==> src/rtl/dm_bus_arbiter.sv <==
// Two-requester round-robin arbiter in front of the debug-module memory bus.
// Writes complete in the grant cycle; reads hold the bus one extra cycle for the data return.
module dm_bus_arbiter #(
  parameter int ADDR_WIDTH = 32,
  parameter int DATA_WIDTH = 32
) (
  input  logic                           clk,
  input  logic                           rst,
  input  logic [1:0]                     m_req_i,
  input  logic [1:0]                     m_we_i,
  input  logic [1:0][ADDR_WIDTH-1:0]     m_addr_i,
  input  logic [1:0][DATA_WIDTH/8-1:0]   m_be_i,
  input  logic [1:0][DATA_WIDTH-1:0]     m_wdata_i,
  output logic [1:0]                     m_gnt_o,
  output logic [1:0]                     m_rvalid_o,
  output logic [DATA_WIDTH-1:0]          m_rdata_o,
  output logic                           device_req_o,
  output logic                           device_we_o,
  output logic [ADDR_WIDTH-1:0]          device_addr_o,
  output logic [DATA_WIDTH/8-1:0]        device_be_o,
  output logic [DATA_WIDTH-1:0]          device_wdata_o,
  input  logic [DATA_WIDTH-1:0]          device_rdata_i
);

  typedef enum logic {
    ARB_IDLE      = 1'b0,
    ARB_READ_WAIT = 1'b1
  } state_t;

  state_t state_reg, state_next;
  logic   prio_reg, prio_next;
  logic   owner_reg, owner_next;
  logic   winner;
  logic   grant_any;
  logic   read_done;

  // prio names the requester favoured on the next contended cycle.
  assign winner    = (m_req_i == 2'b11) ? prio_reg : m_req_i[1];
  assign grant_any = !rst && (state_reg == ARB_IDLE) && (|m_req_i);
  assign read_done = !rst && (state_reg == ARB_READ_WAIT);

  genvar gi;
  generate
    for (gi = 0; gi < 2; gi++) begin : g_port
      assign m_gnt_o[gi]    = grant_any && (winner == 1'(gi));
      assign m_rvalid_o[gi] = read_done && (owner_reg == 1'(gi));
    end
  endgenerate

  always_comb begin
    state_next     = state_reg;
    prio_next      = prio_reg;
    owner_next     = owner_reg;
    device_req_o   = 1'b0;
    device_we_o    = 1'b0;
    device_addr_o  = '0;
    device_be_o    = '1;
    device_wdata_o = '0;
    m_rdata_o      = '0;

    if (grant_any) begin
      device_req_o   = 1'b1;
      device_we_o    = m_we_i[winner];
      device_addr_o  = m_addr_i[winner];
      device_be_o    = m_be_i[winner];
      device_wdata_o = m_wdata_i[winner];
      prio_next      = ~winner;
      if (!m_we_i[winner]) begin
        state_next = ARB_READ_WAIT;
        owner_next = winner;
      end
    end

    if (read_done) begin
      m_rdata_o  = device_rdata_i;
      state_next = ARB_IDLE;
    end
  end

  always_ff @(posedge clk) begin
    if (rst) begin
      state_reg <= ARB_IDLE;
      prio_reg  <= 1'b0;
      owner_reg <= 1'b0;
    end else begin
      state_reg <= state_next;
      prio_reg  <= prio_next;
      owner_reg <= owner_next;
    end
  end

endmodule
==> config.mk <==
export PLATFORM = sky130hd
export DESIGN_NAME = dm_bus_arbiter
export DESIGN_NICKNAME = d
export VERILOG_FILES = /design/src/rtl/dm_bus_arbiter.sv
export SDC_FILE = /design/constraint.sdc
export NUM_CORES = 1
export LEC_CHECK = 0
export ABC_CLOCK_PERIOD_IN_PS = 2970
export CORE_AREA = 2 2 107 109
export DETAILED_ROUTE_END_ITERATION = 16
export DIE_AREA = 0 0 109 111
export GPL_TIMING_DRIVEN = 1
export PLACE_DENSITY = 0.65
export REMOVE_ABC_BUFFERS = 1
export SLEW_MARGIN = 20
export SYNTH_ARGS = -nofsm -noshare
export SYNTH_HDL_FRONTEND = slang
export SYNTH_SLANG_ARGS = --single-unit
==> constraint.sdc <==
create_clock -name clk -period 2.97 [get_ports clk]
set_clock_uncertainty 0.2 [all_clocks]
set_input_delay 0.4455 -clock clk [delete_from_list [all_inputs] [get_ports clk]]
set_output_delay 0.4455 -clock clk [all_outputs]
set_load 0.02 [all_outputs]
# ---- Word-level counts from Yosys, hierarchy flattened
# Index checks and enable logic that the tools add are counted.
dict set report classes {
  n_mul 0
  bitwise_logic 4
  magnitude_cmp 1
  reduce_logical 11
  n_div 0
  shifts 0
  n_eq_ne 1
  n_addsub 0
  mux 15
}
# cell count
set op_table {}
lappend op_table {{32-bit 2-to-1 mux} 7}
lappend op_table {{4-bit 2-to-1 mux} 3}
lappend op_table {{1-bit logical AND} 7}
lappend op_table {{1-bit 2-to-1 mux} 5}
lappend op_table {{1-bit inverter} 4}
lappend op_table {{2-bit OR reduction} 2}
lappend op_table {{2-bit equality test (second input constant)} 1}
lappend op_table {{1-bit by 2-bit < comparator with 1-bit output (second input constant)} 1}
lappend op_table {{2-bit AND reduction} 1}
lappend op_table {{1-bit zero test} 1}
dict set report totals {
  latch_bits 0
  reg_bits 3
  rom_bits 0
  ramBits 0
  in_bits 174
  n_memories 0
  elab_cells 35
  out_inout_bits 106
}

# ---- Logic depth before layout (Yosys ltp)
# Gate-level depths: netlist (run 1).
dict set report logic_depth {
  depth_word 6
  ltp_mapped 6
  depth_no_buf 4
}

# ---- Worst setup path after synthesis (run 1)
# Ideal clock, no wire load.
dict set report synth_timing {
  path_type {input to output}
  start {in rst}
  end {out device_wdata_o[21]}
  path_slack_ns 1.033
  path_buffers 1
  t_arrival_ns 1.291
  required_time_ns 2.325
  cell_stages 5
  path_cell_list {nor2_2 nand3_2 inv_2 buf_2 a22o_1}
}
dict set report synth_between {
  elab_chain_len 4
}
# item line
set synth_lines {}
lappend synth_lines {{from (decl)} 8} ;# input logic rst,
lappend synth_lines {{1-bit zero test} 39} ;# assign grant_any = !rst && (state_reg == ARB_IDLE) && (|m_req_i);
lappend synth_lines {{1-bit logical AND (2 in series)} 39}
lappend synth_lines {{32-bit 2-to-1 mux} 61} ;# if (grant_any) begin
lappend synth_lines {{to (decl)} 21} ;# output logic [DATA_WIDTH-1:0] device_wdata_o,
# Every way passes these cells.

# ---- Worst setup path in the final report (run 1)
dict set report layout_timing {
  start {in m_req_i[1]}
  end {out device_be_o[0]}
}
dict set report layout_between {
  elab_chain_len 5
  word_cells_on_any_way 7
  cone_classes {eq/ne (1); mux (4); reduce/logical (2)}
}
# item line
set layout_lines {}
lappend layout_lines {{from (decl)} 9} ;# input logic [1:0] m_req_i,
lappend layout_lines {{2-bit equality test} 38} ;# assign winner = (m_req_i == 2'b11) ? prio_reg : m_req_i[1];
lappend layout_lines {{1-bit 2-to-1 mux} 38}
lappend layout_lines {{4-bit 2-to-1 mux (implied by the code) (2 in series)} 65} ;# device_be_o = m_be_i[winner];
lappend layout_lines {{4-bit 2-to-1 mux (*)} 61}
lappend layout_lines {{to (decl)} 20} ;# output logic [DATA_WIDTH/8-1:0] device_be_o,
# Mark *: on every way between the ends. The rest lies on a longest branch, timed or not. The select of a mux whose other input is x is not followed.

==> results of run 1 <==
-- logic make-up after synthesis --
kind of cell / count (synthesis) / share of synthesized area
AOI/OAI and AO/OA: 74 / 0.562
DFF: 3 / 0.0527
and+or+nand+nor: 43 / 0.232
buffers and inverters: 22 / 0.154
-- metal layers --
metal | vias up | track usage | wire [µm]
met1 | 1023 | 0.170 | 3850
met4 | 0 | 0.0291 | 134
met5 | - | 0 | 0
li1 | 1108 | - | -
met3 | 8 | 0.0435 | 830
met2 | 103 | 0.229 | 4320
-- where the power goes --
group | switching (mW) | total, mW | internal [mW]
clock network | 0.0373 | 0.215 | 0.177
logic | 0.254 | 0.644 | 0.390
registers | 0.00203 | 0.0460 | 0.0440
-- worst paths after layout --
| kind | from | endpoint | slack [ps] | cells past startpoint |
|---|---|---|---|---|
| worst min-delay path | prio_reg$_SDFFE_PP0P_ | prio_reg$_SDFFE_PP0P_ | 300 | 1 |
| worst min register to register | prio_reg$_SDFFE_PP0P_ | prio_reg$_SDFFE_PP0P_ | 300 | 1 |
| worst max register to register | prio_reg$_SDFFE_PP0P_ | owner_reg$_SDFFE_PP0P_ | 1620 | 4 |
| worst max-delay path | m_req_i[1] | device_be_o[0] | 130 | 6 |
-- Yosys cell counts --
| master | number |
|---|---|
| a211oi_2 | 1 |
| a21oi_1 | 2 |
| a22o_1 | 64 |
| a311oi_1 | 1 |
| and2_1 | 32 |
| and3_1 | 1 |
| buf_2 | 2 |
| buf_6 | 12 |
| clkbuf_1 | 3 |
| dfxtp_1 | 3 |
| inv_1 | 3 |
| inv_2 | 2 |
| nand2_1 | 2 |
| nand2b_1 | 1 |
| nand3_2 | 2 |
| nor2_1 | 2 |
| nor2_2 | 1 |
| nor3_1 | 2 |
| o21ai_0 | 1 |
| o22a_1 | 4 |
| o32ai_1 | 1 |
-- metrics by stage --
step	area, µm²	power (mW)	worst slack (ps)	hold WS (ps)
2_1_floorplan	983	0.269	636	256
3_3_place_gp	4070	0.712	-9.75	275
3_5_place_dp	4070	0.714	-30.8	288
4_1_cts	4140	0.925	0.106	295
5_1_grt	4270	0.949	33.3	336
6_report	4270	0.905	129	295
-- cell type report --
type	instances	share of cell area
diodes	1	0.000587
clock buffers	4	0.0185
inverters	5	0.00440
multi-input cells	117	0.212
flip-flops and latches	3	0.0141
well taps	143	0.0419
repair buffers	288	0.708
-- worst max-delay path, stage by stage --
cell and delay, ps:
clkdlybuf4s50_1 570, nand2_1 100, nand3_2 100, buf_4 140, o22a_1 150, clkdlybuf4s50_1 690
-- cell usage in the layout (no fill, tap or decap), types with 3 or more instances in the layout --
cell and instances:
and2_1 32, dfxtp_1 3, buf_4 5, inv_1 3, clkdlybuf4s50_1 215, o22a_1 4
clkbuf_16 3, dlygate4sd2_1 13, a22o_1 64, buf_12 4, dlymetal6s2s_1 51
-- repair_timing --
item	4_1_cts	5_1_grt
hold endpoints to repair	0	0
hold buffers	0	0
endpoints found under the setup margin	13	51
resized for setup	13	51
==> results.py, run 1 <==
metrics = {
    "outcome": {
        "status": "finished, final reports clean",
    },
    "layout": {
        "multi_input_area_um2": 905,
        "area_growth_pct": 274,
        "post-route-util": 0.385,
        "drive_gt1_frac": 0.0432,
        "regArea_um2": 60.1,
        "final_net_count": 592,
        "fin_cells": 561,
        "fillerInstances": 1126,
    },
    "worst_setup_path": {
        "path_class": "input pin to output pin",
        "endpoint_kind": "output pin",
        "start_kind": "input pin",
        "worst-path-max-fanout": 6,
        "cp_data_required_time_ps": 2320,
        "cp.arrival_ps": 2200,
    },
    "cts": {
        "ctsHtreeMaxLevel": 1,
        "clock_path_buffers": 2,
        "cts_buffers": 3,
        "cts_tree": "done",
        "postCtsSetupBuffers": 0,
        "clkLatencyLatePin_ps": 220,
        "clock_sinks": 3,
        "cts_root_buffer": "clkbuf_16",
        "path_clk_slew_ps": 30,
    },
    "route": {
        "dr.pass1.iters": 4,
        "first_iter_violations": 129,
        "post-route-drc-count": 0,
        "avgViaCountPerCell": 4.00,
        "finalWirelength_um": 9140,
        "drtAntennaViolNets": 0,
        "routedWlPerCell_um": 16.3,
        "dr_total_vias": 2242,
    },
    "global_routing": {
        "grt_start_max_net_pins": 44,
        "grt.total_usage": 0.137,
        "grt_pass1_vias": 2239,
        "grt.overflow.total": 0,
        "antenna_found_initial": 1,
        "grt_first_pass_wirelength_um": 12700,
    },
    "timing": {
        "relSlewSlack": 0.758,
        "max_freq_mhz": 352,
        "worst_slew_pin_slew_ps": 359,
        "setup-violations-final": 0,
        "report.final.slew_viol_count": 0,
        "finalCritPeriodShare": 0.957,
        "period_minus_slack_ps": 2840,
        "hold_violations": 0,
        "fin_tns_setup_ps": 0,
        "rsz0062_at_grt": "false",
    },
    "synth": {
        "ys_ff_latch": 3,
        "synth.cell_area_um2": 1140,
        "syn_inst": 142,
        "syn_area_per_cell_um2": 8.03,
        "synth_top_area_cell": "a22o_1",
        "synth_warnings": 0,
        "synth_seq_area_share": 0.0527,
        "netlist_top_cells_area": "a22o_1 (49%), and2_1 (18%), buf_6 (12%)",
        "synth_cell_types": 21,
        "synth_top_area_frac": 0.492,
    },
    "floorplanning": {
        "initial_core_util": 0.103,
        "ios": 280,
        "num_rows": 39,
        "die-width_um": 109,
        "die_y_um": 111,
        "coreArea_um2": 11100,
        "dieArea_um2": 12100,
    },
    "pwr": {
        "peakVddDrop_mv": 0.138,
        "p_leak_nw": 2.42,
        "powerDensity_nw_per_um2": 212,
    },
    "job": {
        "maxCapViolCount": 0,
    },
    "placed_design": {
        "dp.cells": 556,
        "dp_hpwl_um": 7720,
        "place_congestion": 0.807,
        "io_buffer_count": 279,
    },
    "min_path": {
        "hp-class": "flip-flop to flip-flop",
    },
}
(Power assumes the default switching activity.)
==> inputs of run 2 (changes only) <==
--- a/config.mk
+++ b/config.mk
@@ -12,6 +12,7 @@
 export GPL_TIMING_DRIVEN = 1
 export PLACE_DENSITY = 0.65
 export REMOVE_ABC_BUFFERS = 1
+export SKIP_LAST_GASP = 1
 export SLEW_MARGIN = 20
 export SYNTH_ARGS = -nofsm -noshare
 export SYNTH_HDL_FRONTEND = slang
==> results of run 2 <==
Same layout as run 1: the final DEF is identical, and so are final timing and power.
